===== config.mk =====
export PLATFORM = sky130hd
export DESIGN_NAME = register_write_arbiter
export DESIGN_NICKNAME = d
export VERILOG_FILES = /design/src/rtl/register_write_arbiter.sv
export SDC_FILE = /design/constraint.sdc
export NUM_CORES = 1
export LEC_CHECK = 0
export CORE_MARGIN = 5
export CORE_UTILIZATION = 43
export CTS_CLUSTER_SIZE = 10
export DETAILED_ROUTE_END_ITERATION = 10
export PLACE_DENSITY = 0.81
export SLEW_MARGIN = 10
export SYNTH_ARGS = -nofsm -noshare
export SYNTH_HDL_FRONTEND = slang
export SYNTH_SLANG_ARGS = --single-unit

===== constraint.sdc =====
create_clock -name clock -period 4 [get_ports clock]
set_input_delay 0.8 -clock clock [delete_from_list [all_inputs] [get_ports clock]]
set_output_delay 0.8 -clock clock [all_outputs]
set_load 0.02 [all_outputs]

===== src/rtl/register_write_arbiter.sv =====
// Round-robin arbiter sharing the write port (D/CE/CLR) of one register between
// NUM_REQ requesters, with locked bursts bounded by MAX_LOCK extra cycles.
module register_write_arbiter #(
    parameter int NUM_REQ    = 4,
    parameter int DATA_WIDTH = 8,
    parameter int MAX_LOCK   = 4
) (
    input  logic                          clock,
    input  logic                          input_reset_n,
    input  logic [NUM_REQ-1:0]            input_req,
    input  logic [NUM_REQ-1:0]            input_clear_req,
    input  logic [NUM_REQ-1:0]            input_lock,
    input  logic [NUM_REQ*DATA_WIDTH-1:0] input_data,
    output logic [NUM_REQ-1:0]            output_grant,
    output logic [NUM_REQ-1:0]            output_ack,
    output logic [DATA_WIDTH-1:0]         output_d,
    output logic                          output_clock_enable,
    output logic                          output_clear,
    output logic                          output_busy
);

    localparam int PTR_W = (NUM_REQ > 1) ? $clog2(NUM_REQ) : 1;
    localparam int SUM_W = PTR_W + 1;
    localparam int CNT_W = $clog2(MAX_LOCK + 1);

    typedef enum logic [1:0] {
        ST_IDLE   = 2'd0,
        ST_GRANT  = 2'd1,
        ST_LOCKED = 2'd2
    } state_t;

    state_t               state_r, state_n;
    logic [PTR_W-1:0]     owner_r, owner_n;
    logic [PTR_W-1:0]     ptr_r, ptr_n;
    logic [CNT_W-1:0]     lock_cnt_r, lock_cnt_n;
    logic [NUM_REQ-1:0]   grant_r, grant_n;
    logic [NUM_REQ-1:0]   ack_r, ack_n;
    logic [DATA_WIDTH-1:0] d_r, d_n;
    logic                 ce_r, ce_n;
    logic                 clr_r, clr_n;
    logic                 busy_r, busy_n;

    logic [SUM_W-1:0]     cand_s;
    logic [PTR_W-1:0]     win_idx_s;
    logic                 win_found_s;
    logic [SUM_W-1:0]     win_inc_s;
    logic [PTR_W-1:0]     ptr_after_win_s;
    logic                 keep_s;
    logic                 give_s;
    logic [PTR_W-1:0]     sel_s;

    assign win_found_s     = |input_req;
    assign win_inc_s       = {1'b0, win_idx_s} + SUM_W'(1);
    assign ptr_after_win_s = (win_inc_s >= SUM_W'(NUM_REQ)) ? '0 : win_inc_s[PTR_W-1:0];

    // The current owner keeps the port only while it still asks for it and the burst limit is not hit.
    assign keep_s = input_req[owner_r] && input_lock[owner_r] &&
                    ((state_r == ST_GRANT) ||
                     ((state_r == ST_LOCKED) && (lock_cnt_r < CNT_W'(MAX_LOCK))));

    // Round-robin search; scanning offsets high to low lets the smallest offset from the pointer win.
    always_comb begin
        win_idx_s = '0;
        cand_s    = '0;
        for (int k = NUM_REQ - 1; k >= 0; k--) begin
            cand_s    = {1'b0, ptr_r} + SUM_W'(k);
            cand_s    = (cand_s >= SUM_W'(NUM_REQ)) ? (cand_s - SUM_W'(NUM_REQ)) : cand_s;
            win_idx_s = input_req[cand_s[PTR_W-1:0]] ? cand_s[PTR_W-1:0] : win_idx_s;
        end
    end

    // Next state, ownership and next registered outputs.
    always_comb begin
        state_n    = state_r;
        owner_n    = owner_r;
        ptr_n      = ptr_r;
        lock_cnt_n = '0;
        grant_n    = '0;
        ack_n      = '0;
        d_n        = d_r;
        ce_n       = 1'b0;
        clr_n      = 1'b0;
        give_s     = 1'b0;
        sel_s      = owner_r;

        case (state_r)
            ST_IDLE, ST_GRANT, ST_LOCKED: begin
                if ((state_r != ST_IDLE) && keep_s) begin
                    state_n    = ST_LOCKED;
                    lock_cnt_n = lock_cnt_r + CNT_W'(1);
                    give_s     = 1'b1;
                    sel_s      = owner_r;
                end else if (win_found_s) begin
                    state_n = ST_GRANT;
                    ptr_n   = ptr_after_win_s;
                    give_s  = 1'b1;
                    sel_s   = win_idx_s;
                end else begin
                    state_n = ST_IDLE;
                end
            end
            default: begin
                state_n = ST_IDLE;
            end
        endcase

        if (give_s) begin
            owner_n = sel_s;
            grant_n = {{(NUM_REQ-1){1'b0}}, 1'b1} << sel_s;
            ack_n   = {{(NUM_REQ-1){1'b0}}, 1'b1} << sel_s;
            if (input_clear_req[sel_s]) begin
                clr_n = 1'b1;
                d_n   = '0;
            end else begin
                ce_n = 1'b1;
                d_n  = input_data[int'(sel_s)*DATA_WIDTH +: DATA_WIDTH];
            end
        end else begin
            owner_n = owner_r;
        end

        busy_n = (state_n != ST_IDLE);
    end

    // State and output registers with synchronous active-low reset.
    always_ff @(posedge clock) begin
        if (!input_reset_n) begin
            state_r    <= ST_IDLE;
            owner_r    <= '0;
            ptr_r      <= '0;
            lock_cnt_r <= '0;
            grant_r    <= '0;
            ack_r      <= '0;
            d_r        <= '0;
            ce_r       <= 1'b0;
            clr_r      <= 1'b0;
            busy_r     <= 1'b0;
        end else begin
            state_r    <= state_n;
            owner_r    <= owner_n;
            ptr_r      <= ptr_n;
            lock_cnt_r <= lock_cnt_n;
            grant_r    <= grant_n;
            ack_r      <= ack_n;
            d_r        <= d_n;
            ce_r       <= ce_n;
            clr_r      <= clr_n;
            busy_r     <= busy_n;
        end
    end

    assign output_grant        = grant_r;
    assign output_ack          = ack_r;
    assign output_d            = d_r;
    assign output_clock_enable = ce_r;
    assign output_clear        = clr_r;
    assign output_busy         = busy_r;

endmodule


Yosys cells after proc, flatten, opt, wreduce, memory -nomap -nowiden
Index checks and enable logic that the tools add are counted.
W data, S select, Z words.
{"block": "totals", "register_bits": 24, "input_bits": 46, "output_inout_bits": 19}
{"block": "op_classes", "n_reduce_logical": 13, "addsub": 9, "shifts": 2, "n_bitwise": 1, "n_mux": 35, "magnitude_cmp": 12, "n_eq_ne": 2}
{"cell": "$shiftx A32 B6 Y8", "n": 1}
{"cell": "$mux W2", "n": 14}
{"cell": "$lt A2 B3 Y1 const B", "n": 6}
{"cell": "$bmux W1 S2", "n": 7}
{"cell": "$mux W1", "n": 13}
{"cell": "$ge A3 B3 Y1 const B", "n": 4}
{"cell": "$mux W8", "n": 1}
{"cell": "$sub A2 B1 Y2 const B", "n": 4}
{"cell": "$add A2 B1 Y3 const B", "n": 2}
{"cell": "$add A2 B2 Y3 const B", "n": 2}
{"cell": "$reduce_and A3 Y1", "n": 2}
{"cell": "$logic_and A1 B1 Y1", "n": 4}
{"cell": "$reduce_bool A2 Y1", "n": 2}
{"cell": "$reduce_or A4 Y1", "n": 1}
{"cell": "$shl A1 B2 Y4 const A", "n": 1}
{"cell": "$add A3 B1 Y3 const B", "n": 1}
{"cell": "$ge A2 B3 Y1 const B", "n": 1}
{"cell": "$lt A3 B3 Y1 const B", "n": 1}
{"cell": "$reduce_or A3 Y1", "n": 1}
{"cell": "$eq A2 B1 Y1 const B", "n": 1}
{"cell": "$eq A2 B2 Y1 const B", "n": 1}
{"cell": "$logic_not A2 Y1", "n": 1}
{"cell": "$reduce_and A2 Y1", "n": 1}
{"cell": "$logic_or A1 B1 Y1", "n": 1}
{"cell": "$not A1 Y1", "n": 1}

Logic depth before layout (Yosys ltp)
{"block": "depth", "ltp_word": 15, "ltp_mapped": 9, "mapped_depth_nobuf": 7}

Worst setup path before layout
No wires, ideal clock.
{"block": "synth_timing", "path_type": "input to register", "from": "input input_lock[3]", "to": "register d_r[2], in the netlist output_d[2]", "setup_ps": 85, "required_ps": 3915, "stages": 8, "slack_ps": 1412, "arrival_ps": 2503, "path_buffers": 1, "cell_sequence": "nand2_1 > mux4_2 > o21ai_4 > nor2_2 > a21oi_4 > buf_4 > mux2_2 > o31ai_2"}
{"block": "synth_via", "elab_chain_cells": 10, "elab_cells_between_ends": 13, "cone_classes": "shift: 1; mux: 9; reduce/logical: 3"}
{"item": "start: declaration", "line": "12", "text": "input logic [NUM_REQ-1:0] input_lock,"}
{"item": "$bmux W1 S2 *", "line": "57", "text": "assign keep_s = input_req[owner_r] && input_lock[owner_r] &&"}
{"item": "$mux W1 (not written as such) *", "line": "57"}
{"item": "$logic_and A1 B1 Y1 * (2 in series)", "line": "57"}
{"item": "$logic_and A1 B1 Y1 *", "line": "88", "text": "if ((state_r != ST_IDLE) && keep_s) begin"}
{"item": "branches (longest 5 deep; another with $shiftx A32 B6 Y8)"}
{"item": "end signal: assignment", "line": "145", "text": "d_r <= d_n;"}
{"item": "end: declaration", "line": "38", "text": "logic [DATA_WIDTH-1:0] d_r, d_n;"}
Every way passes the cells marked *. The select of a mux whose other input is x is not followed.
A chain may end at the register's enable or synchronous reset.

Worst setup path after layout
{"block": "layout_timing", "from": "input input_req[1]", "to": "register d_r[0], in the netlist output_d[0]"}
{"block": "layout_via", "elab_chain_cells": 12, "elab_cells_between_ends": 28, "cone_classes": "shift: 1; mux: 23; reduce/logical: 4"}
{"item": "start: declaration", "line": "10", "text": "input logic [NUM_REQ-1:0] input_req,"}
{"item": "branches (longest 12 deep; another with $shiftx A32 B6 Y8)"}
Parallel ways; which one is timed is not known. The select of a mux whose other input is x is not followed.

==> impl_metrics.toml <==
[routing]
drt_iter0_markers = 39
drc = 0
antenna_left = 0
routed_wl_um = 3400
drt_first_pass_iters = 4
routed-via-count = 1192
wl_per_cell_um = 14.4
viasPerCell = 5.05

[worst_setup_path]
reg2regPathDepth = 6
cp_cell_sequence = "clkdlybuf4s50_1 > nor4_1 > a21o_1 > a21oi_2 > o22ai_4 > buf_4 > mux2i_1 > mux2_2 > o31ai_2"
cp.required_ns = 4.23
r2r_end = "output_d[2]"
crit_cells = 9
crit_type = "in -> reg"
path_max_fanout = 18
worst-path-buf-inv = 2
cpPeakStageDelay_ns = 0.50
path_delay_family = "compound AO/OA/AOI/OAI gates"
r2r_start = "owner_r[1]"
r2r_slack_ns = 1.56
cp-start-kind = "input port"
cpMaxStageDelayCell = "clkdlybuf4s50_1"
arrival_ns = 3.42
cp-end-kind = "flop"

[clock_tree]
cts_buffer_depth = 2
clk_latency_ns = 0.31
cts_buffers = 3
cts_root_buffer = "clkbuf_4"
ctsHoldBuffers = 0
cts_max_level = 1
path_clk_slew_ns = 0.14
cts-resized-gates = 0
cts_tree = "done"
post_cts.repair.setup_buffers = 0
clock_sinks = 24

[layout]
final_util_pct = 67.3
finalNetCount = 240
multi_input_area_um2 = 772
design_area_mm2 = 0.00204
drive_gt1_share_pct = 15.1
final_common_cell = "clkdlybuf4s50_1"
n_antenna_cell = 0
fill_cells = 234
regArea_um2 = 480
layout_common_cells = "clkdlybuf4s50_1, dfxtp_1, mux2i_1"
syn_to_final_growth_pct = 50.6

[synthesis]
synth_top_cell_area_share_pct = 35.5
synth_cell_types = 32
netlist_instances = 133
syn_nets = 180
ys_seq_area_share_pct = 35.5
synth_seq_cells = 24
yosysTopAreaCell = "dfxtp_1"
syn_area_mm2 = 0.00135
yosysWarnings = 0
ys_top_cells_by_area = "dfxtp_1, mux2i_1, mux2_2, o31ai_2, buf_4"
avgSynthCellArea_um2 = 10.2

[sta]
setup_violations = 0
finalHoldViolations = 0
finalCritPeriodShare_pct = 79.6
slew_violations = 0
fmax_mhz = 314
worst_pin_slew_ns = 0.554
layout_min_cycle_time_ns = 3.18
rsz0062_at_grt = "no"
slew_headroom_pct = 62.9
skew_ns = 0.0105
fin_setup_tns_ns = 0
holdWs_ns = 0.443

[global_routing]
grt_max_degree = 19
grt_pass1_vias = 1234
antenna_found_initial = 0
overflow = 0
grt_usage_pct = 16.2
grt_first_pass_wirelength_um = 5530

[status]
status = "finished, final reports clean"

[pwr]
total_power_uw = 851
p_per_area_mw_per_mm2 = 418
leakage_uw = 0.000800
worst_ir_drop_vdd_v = 0.000234

[die]
start_util_pct = 44.7
die_area_mm2 = 0.00437
std_cell_rows = 20
ioPinCount = 65
core-area_mm2 = 0.00303
die_y_um = 66.1
dieWidth_um = 66.1

[hold_path]
holdPathEnd = "lock_cnt_r[0]"
min_from = "lock_cnt_r[0]"
hold_path_class = "reg -> reg"
hold-path-cell-count = 1

[flow_run]
cap_violations = 0

[placement]
routabilityCongestion = 0.807
placedInstanceArea_mm2 = 0.00199
portBuffers = 64
dp_hpwl_um = 2700
[flip-flops by register name, summed over array words and instances (netlist names)]
name and cells:
lock_cnt_r 3, output_ack 4, output_busy 1, output_clear 1
output_clock_enable 1, output_d 8, owner_r 2, ptr_r 2
state_r 2
[cells by family (layout without fill, tap and decap cells)]
family / after synthesis / count (layout) / share of synthesized area, %
and+or+nand+nor: 34 / 34 / 12.1
AOI/OAI and AO/OA: 24 / 24 / 17.8
adders and majority gates: 1 / 1 / 0.924
DFF: 24 / 24 / 35.5
muxes: 30 / 30 / 24.9
buffers and inverters: 18 / 77 / 7.49
xor gates and xnor gates: 2 / 2 / 1.29
[cell type report]
class	count	share of cell area, %
clock buffers	3	1.10
clock inverters	1	1.47
inverters	8	1.47
multi-input cells	91	37.9
flip-flops and latches	24	23.6
well taps	44	2.70
repair buffers	65	31.8
[per-stage QoR]
step	std cells	setup slack (ns)
detailed placement	232	0.477
CTS	236	0.785
global route	236	0.673
global placement	232	0.572
finish	236	0.815
floorplan	133	1.41
[report_power, final]
group	leakage (uW)	internal (uW)	total, uW	switching (uW)
Combinational	0.000574	196	380	184
Clock	0.0000279	101	173	72.0
Sequential	0.000197	275	297	22.8
Total	0.000800	572	851	279
[worst max-delay path by stage]
stage | start | to | slack [ns]
global route | input_req[1] | output_d[7] | 0.67
CTS | input_req[1] | output_d[0] | 0.79
global placement | input_req[3] | output_clock_enable | 0.57
floorplan | input_lock[3] | output_d[2] | 1.41
finish | input_req[1] | output_d[0] | 0.82
detailed placement | input_req[1] | output_d[0] | 0.48
[routing by layer]
metal  vias up  global-route usage (%)  part of all wire (%)
met5         -                       0                     0
met4         0                    4.57                   1.0
met3         4                    6.46                    10
met2        47                    29.2                    50
met1       550                    17.3                    39
li1        591                       -                     -
[worst reg2reg max path, cell delays in order (launching register included)]
cell and delay, ns:
dfxtp_1 0.38, mux4_2 0.56, o21ai_4 0.24, nor2_2 0.09
a21oi_4 0.39, mux2i_4 0.55, o31ai_2 0.11
[synthesized netlist by cell type (all sizes together)]
library cell and n:
dfxtp 24, mux2i 20, mux2 9, nand3 9
buf 8, inv 8, nor2 8, o31ai 8
nand2 7, a21oi 5, and2 3, and3 3
o21ai 3, o22ai 3, a221oi 2, clkbuf 2
nor3 2, xnor2 2, a21o 1, ha 1
mux4 1, nor2b 1, nor4 1, o211a 1
o21a 1
Note: power is estimated with default switching activity, not from simulation.
==> patch 1 (same settings) <==
Reset style: asynchronous (`input_reset_n`), changed in one clocked block. Comments in the files are not updated.
--- a/src/rtl/register_write_arbiter.sv
+++ b/src/rtl/register_write_arbiter.sv
@@ -123,7 +123,7 @@
     end
 
     // State and output registers with synchronous active-low reset.
-    always_ff @(posedge clock) begin
+    always_ff @(posedge clock or negedge input_reset_n) begin
         if (!input_reset_n) begin
             state_r    <= ST_IDLE;
             owner_r    <= '0;
Formal check against the unedited RTL: differs if input_reset_n is asserted again (counterexample within 4 cycles, from zero or initial values and one cycle with input_reset_n low); with input_reset_n held inactive, the same outputs for 10 cycles.
==> patch 1 against the original RTL <==
  * Fmax increased by 8.3%
  * Core utilization decreased by 3.9 points
  * Synthesized area increased by 18%
  * Sequential cell count unchanged
  * Non-clock buffer count decreased by 1
  * Setup slack improved by 0.24 ns
  * Wire length increased by 17%
  * Final area increased by 13%
  * Highest routed layer unchanged
Power is not compared: it rests on default switching activity, and its combinational part moved more than twofold at a synthesized area within 25%.
==> patch 1: results (changes against the original RTL) <==
Final Non-Filler Cells: 272 (+15%)
Clock Tree Root: clkbuf_8
H-tree depth: 1 (unchanged)
sequential share of the synthesized area: 37.6% (+2.1 points)
sequential share of power: 27.6%
biggest cell delay along the critical path: 0.48 ns (-0.02 ns)
diodes inserted: 0 (unchanged)
clk slew on worst S/H paths: 0.09 ns (-0.05 ns)
Worst R2R Path Depth: 6 (unchanged)
dpl ws: 0.842 ns (+0.365 ns)
Comb power: 0.884 mW
most common cell after layout, fill and taps aside: clkdlybuf4s50_1
synth warn: 0 (unchanged)
share of cells above drive strength 1: 8.93% (-6.2 points)
Fillers: 340 (+45%)
Slew headroom: 28.2% (-35 points)
GRT Overall Usage: 16.1% (-0.080 points)
Sw Pwr: 0.634 mW
largest net degree at the start of global routing: 25 (+6)
Iteration-0 DRC Markers: 59 (+51%)
max reg flops: 8 (unchanged)
Worst R2R Setup Slack: 1.81 ns (+0.25 ns)
post-synthesis cell count: 166 (+25%)
Layout Skew: 0.00422 ns (-0.00624 ns)
Compound-Gate Fraction of Synth Area: 24.7% (+6.8 points)
crit path DAT: 3.15 ns (-0.27 ns)
vias: 1458 (+22%)
final wirelength: 3990 µm (+17%)
Reg-to-Reg Start: owner_r[0]
Post-Synth Adder-Cell Area: 0.784% (-0.14 points)
GPL Wtd Cong: 0.781 (-3.2%)
WS Path Type: in -> reg
TritonCTS Buffers: 3 (unchanged)
async set or reset register ratio after synthesis: 100% (+100 points)
mux contribution to synthesized area: 7.05% (-18 points)
Post CTS Setup Buffer Count: 0 (unchanged)
vias in the first global route: 1390 (+13%)
status: finished, final reports clean
hold slack: 0.436 ns (-0.00720 ns)
synth cell count leaders: 24 x dfrtp_1, 17 x nand2b_1, 13 x nand2_1
syn nets: 213 (+18%)
leak pwr: 0.964 nW
clk_lat worst skew: 0.27 ns (-0.04 ns)
Cell variety after synth: 47 (+47%)
critical path startpoint: input_req[1]
first-pass GRT wire length: 6550 µm (+18%)
CTS max path bufs: 2 (unchanged)
capturing point of the worst reg2reg path: output_d[5]
Detail Placement HPWL: 3150 µm (+16%)
# resized after CTS: 0 (unchanged)
Peak VDD IR: 0.297 mV
dpl cells: 268 (+16%)
Crit Path Max Fanout: 16 (-2)
Post-Place Cell Area: 0.00223 mm² (+12%)
hold crit path type: reg -> reg
xor and xnor area share after synthesis: 1.10% (-0.20 points)
TritonRoute pass-1 iters: 4 (unchanged)
leading post-synthesis cells by cell area: dfrtp_1 38%, nand2b_1 6.7%, mux2i_1 5.6%
final period utilization: 73.5% (-6.1 points)
## patch 1: how the worst min path moves through the flow
stage,from,to,depth (start not counted)
after global routing,lock_cnt_r[0],lock_cnt_r[0],1
final,lock_cnt_r[0],lock_cnt_r[0],1
after CTS,lock_cnt_r[0],lock_cnt_r[0],1
after global placement,lock_cnt_r[0],lock_cnt_r[0],1
after floorplan,lock_cnt_r[0],lock_cnt_r[0],1
after detailed placement,lock_cnt_r[0],lock_cnt_r[0],1
## patch 1: critical path, delay by kind of cell
family,cells,cell delay (ns)
AO/OA/AOI/OAI,4,1.06
AND/OR/NAND/NOR,2,0.68
buffers and inverters,2,0.59
## patch 1: routing by layer
| metal | track usage, % | vias up | part of all wire (%) |
|---|---|---|---|
| li1 | - | 721 | - |
| met1 | 20.2 | 663 | 40 |
| met2 | 26.9 | 66 | 48 |
| met3 | 3.55 | 8 | 9.2 |
| met4 | 6.68 | 0 | 2.6 |
| met5 | 0 | - | 0 |
## patch 1: final cells by class
| class | count | area, µm² | share of cell area (%) |
|---|---|---|---|
| Clock buffer | 3 | 41.3 | 1.79 |
| Tap cell | 48 | 60.1 | 2.61 |
| Multi-Input combinational cell | 123 | 893 | 38.8 |
| Sequential cell | 24 | 601 | 26.1 |
| Clock inverter | 1 | 30.0 | 1.30 |
| Inverter | 9 | 38.8 | 1.68 |
| Timing Repair Buffer | 64 | 641 | 27.8 |
## patch 1: cells by family (layout without fill, tap and decap cells)
kind of cell             Yosys count  after routing
multiplexers                      11             11
adder cells (fa/ha/maj)            1              1
XOR/XNOR                           2              2
flip-flops                        24             24
buffers and inverters             19             77
AND/OR/NAND/NOR                   65             65
AO/OA/AOI/OAI                     44             44
==> patch 2 (same settings) <==
Without the edit above. Change the parameter `DATA_WIDTH` from 8 to 6.
--- a/src/rtl/register_write_arbiter.sv
+++ b/src/rtl/register_write_arbiter.sv
@@ -2,7 +2,7 @@
 // NUM_REQ requesters, with locked bursts bounded by MAX_LOCK extra cycles.
 module register_write_arbiter #(
     parameter int NUM_REQ    = 4,
-    parameter int DATA_WIDTH = 8,
+    parameter int DATA_WIDTH = 6,
     parameter int MAX_LOCK   = 4
 ) (
     input  logic                          clock,
Ports: changed (resized input_data and output_d); port bits go from 65 to 55. No check against the original RTL was run, so the function may have changed too.
==> patch 2 against the original RTL <==
  * Final area down 18%
  * Wire length down 17%
  * Clock power down 47%
  * Register-to-register slack better by 0.07 ns
  * Sequential cell count down 2
  * Cell count down 21%
  * Setup slack better by 0.010 ns
  * Power down 30%
  * Fmax up 0.32%
  * Core utilization about the same
  * Combinational power down 37%
  * Synthesized area down 18%
  * Critical path depth down 2
==> patch 2: results (changes against the original RTL) <==
sequential share of the synthesized area: 39.5% (+4.0 points)
leading post-synthesis cells by cell area: dfxtp_1 40%, mux4_2 8.1%, a32o_1 5.4%
status: finished, final reports clean
Worst R2R Path Depth: 5 (-1)
GPL Wtd Cong: 0.889 (+10%)
Iteration-0 DRC Markers: 21 (-46%)
slowest CP cell: mux4_1
Reg-to-Reg Start: state_r[0]
Worst setup endpoint: output_d[5]
Peak VDD IR: 0.286 mV (+22%)
max reg flops: 6 (-2)
syn nets: 146 (-19%)
Layout Skew: 0.00220 ns (-0.00827 ns)
synth cell count leaders: 22 x dfxtp_1, 12 x nor2_1, 6 x a32o_1, 6 x inv_1
Cell variety after synth: 40 (+25%)
Compound-Gate Fraction of Synth Area: 18.2% (+0.34 points)
largest net degree at the start of global routing: 14 (-5)
clk_lat worst skew: 0.29 ns (-0.02 ns)
Detail Placement HPWL: 2320 µm (-14%)
Post-Syn Area per Cell: 10.4 µm² (+2.4%)
Final Non-Filler Cells: 187 (-21%)
first-pass GRT wire length: 4470 µm (-19%)
count of input and output buffers: 54 (-16%)
biggest cell delay along the critical path: 0.62 ns (+0.12 ns)
vias: 993 (-17%)
clk slew on worst S/H paths: 0.10 ns (-0.04 ns)
-- patch 2: cell count changes in the layout (fill, tap and decap cells not counted), sizes merged, moves of 5 or more --
cell           unedited run  this run
mux2                      9         1
mux2i                    20         3
nand3                     9         1
clkdlybuf4s50            64        54
a32o                      0         6
mux4                      1         6
o31ai                     8         0
-- patch 2: how the worst min path moves through the flow --
stage | slack [ns] | to | from
final | 0.43 | lock_cnt_r[0] | lock_cnt_r[0]
after CTS | 0.44 | lock_cnt_r[0] | lock_cnt_r[0]
after floorplan | 0.40 | lock_cnt_r[0] | lock_cnt_r[0]
after global routing | 0.45 | lock_cnt_r[0] | lock_cnt_r[0]
after detailed placement | 0.42 | lock_cnt_r[0] | lock_cnt_r[0]
after global placement | 0.41 | lock_cnt_r[0] | lock_cnt_r[0]
-- patch 2: cells by family after synthesis --
| family | Yosys count |
|---|---|
| AND/OR/NAND/NOR | 35 |
| XOR/XNOR | 1 |
| AO/OA/AOI/OAI | 24 |
| multiplexers | 10 |
| flip-flops | 22 |
| buffers and inverters | 14 |
| adder cells (fa/ha/maj) | 1 |
-- patch 2: cell type report --
type,instances,area (µm²)
fill,193,811
multi-input combinational,71,596
timing repair buffer,55,548
sequential,22,440
tap,30,37.5
clock buffer,3,22.5
inverter,6,22.5
-- patch 2: power breakdown --
group          switching [mW]  total, mW  internal (mW)  leakage (nW)
clock                  0.0566     0.0916         0.0350        0.0138
sequential             0.0174      0.263          0.246         0.181
combinational           0.106      0.241          0.134         0.467
total                   0.180      0.595          0.415         0.662
-- patch 2: layer usage --
metal | routed length (µm) | GRT usage [%] | share of wire, % | up-vias
met4 | 26 | 3.72 | 0.93 | 0
met5 | 0 | 0 | 0 | -
li1 | - | - | - | 499
met3 | 356 | 4.47 | 13 | 4
met1 | 1130 | 19.0 | 40 | 442
met2 | 1300 | 28.5 | 46 | 48
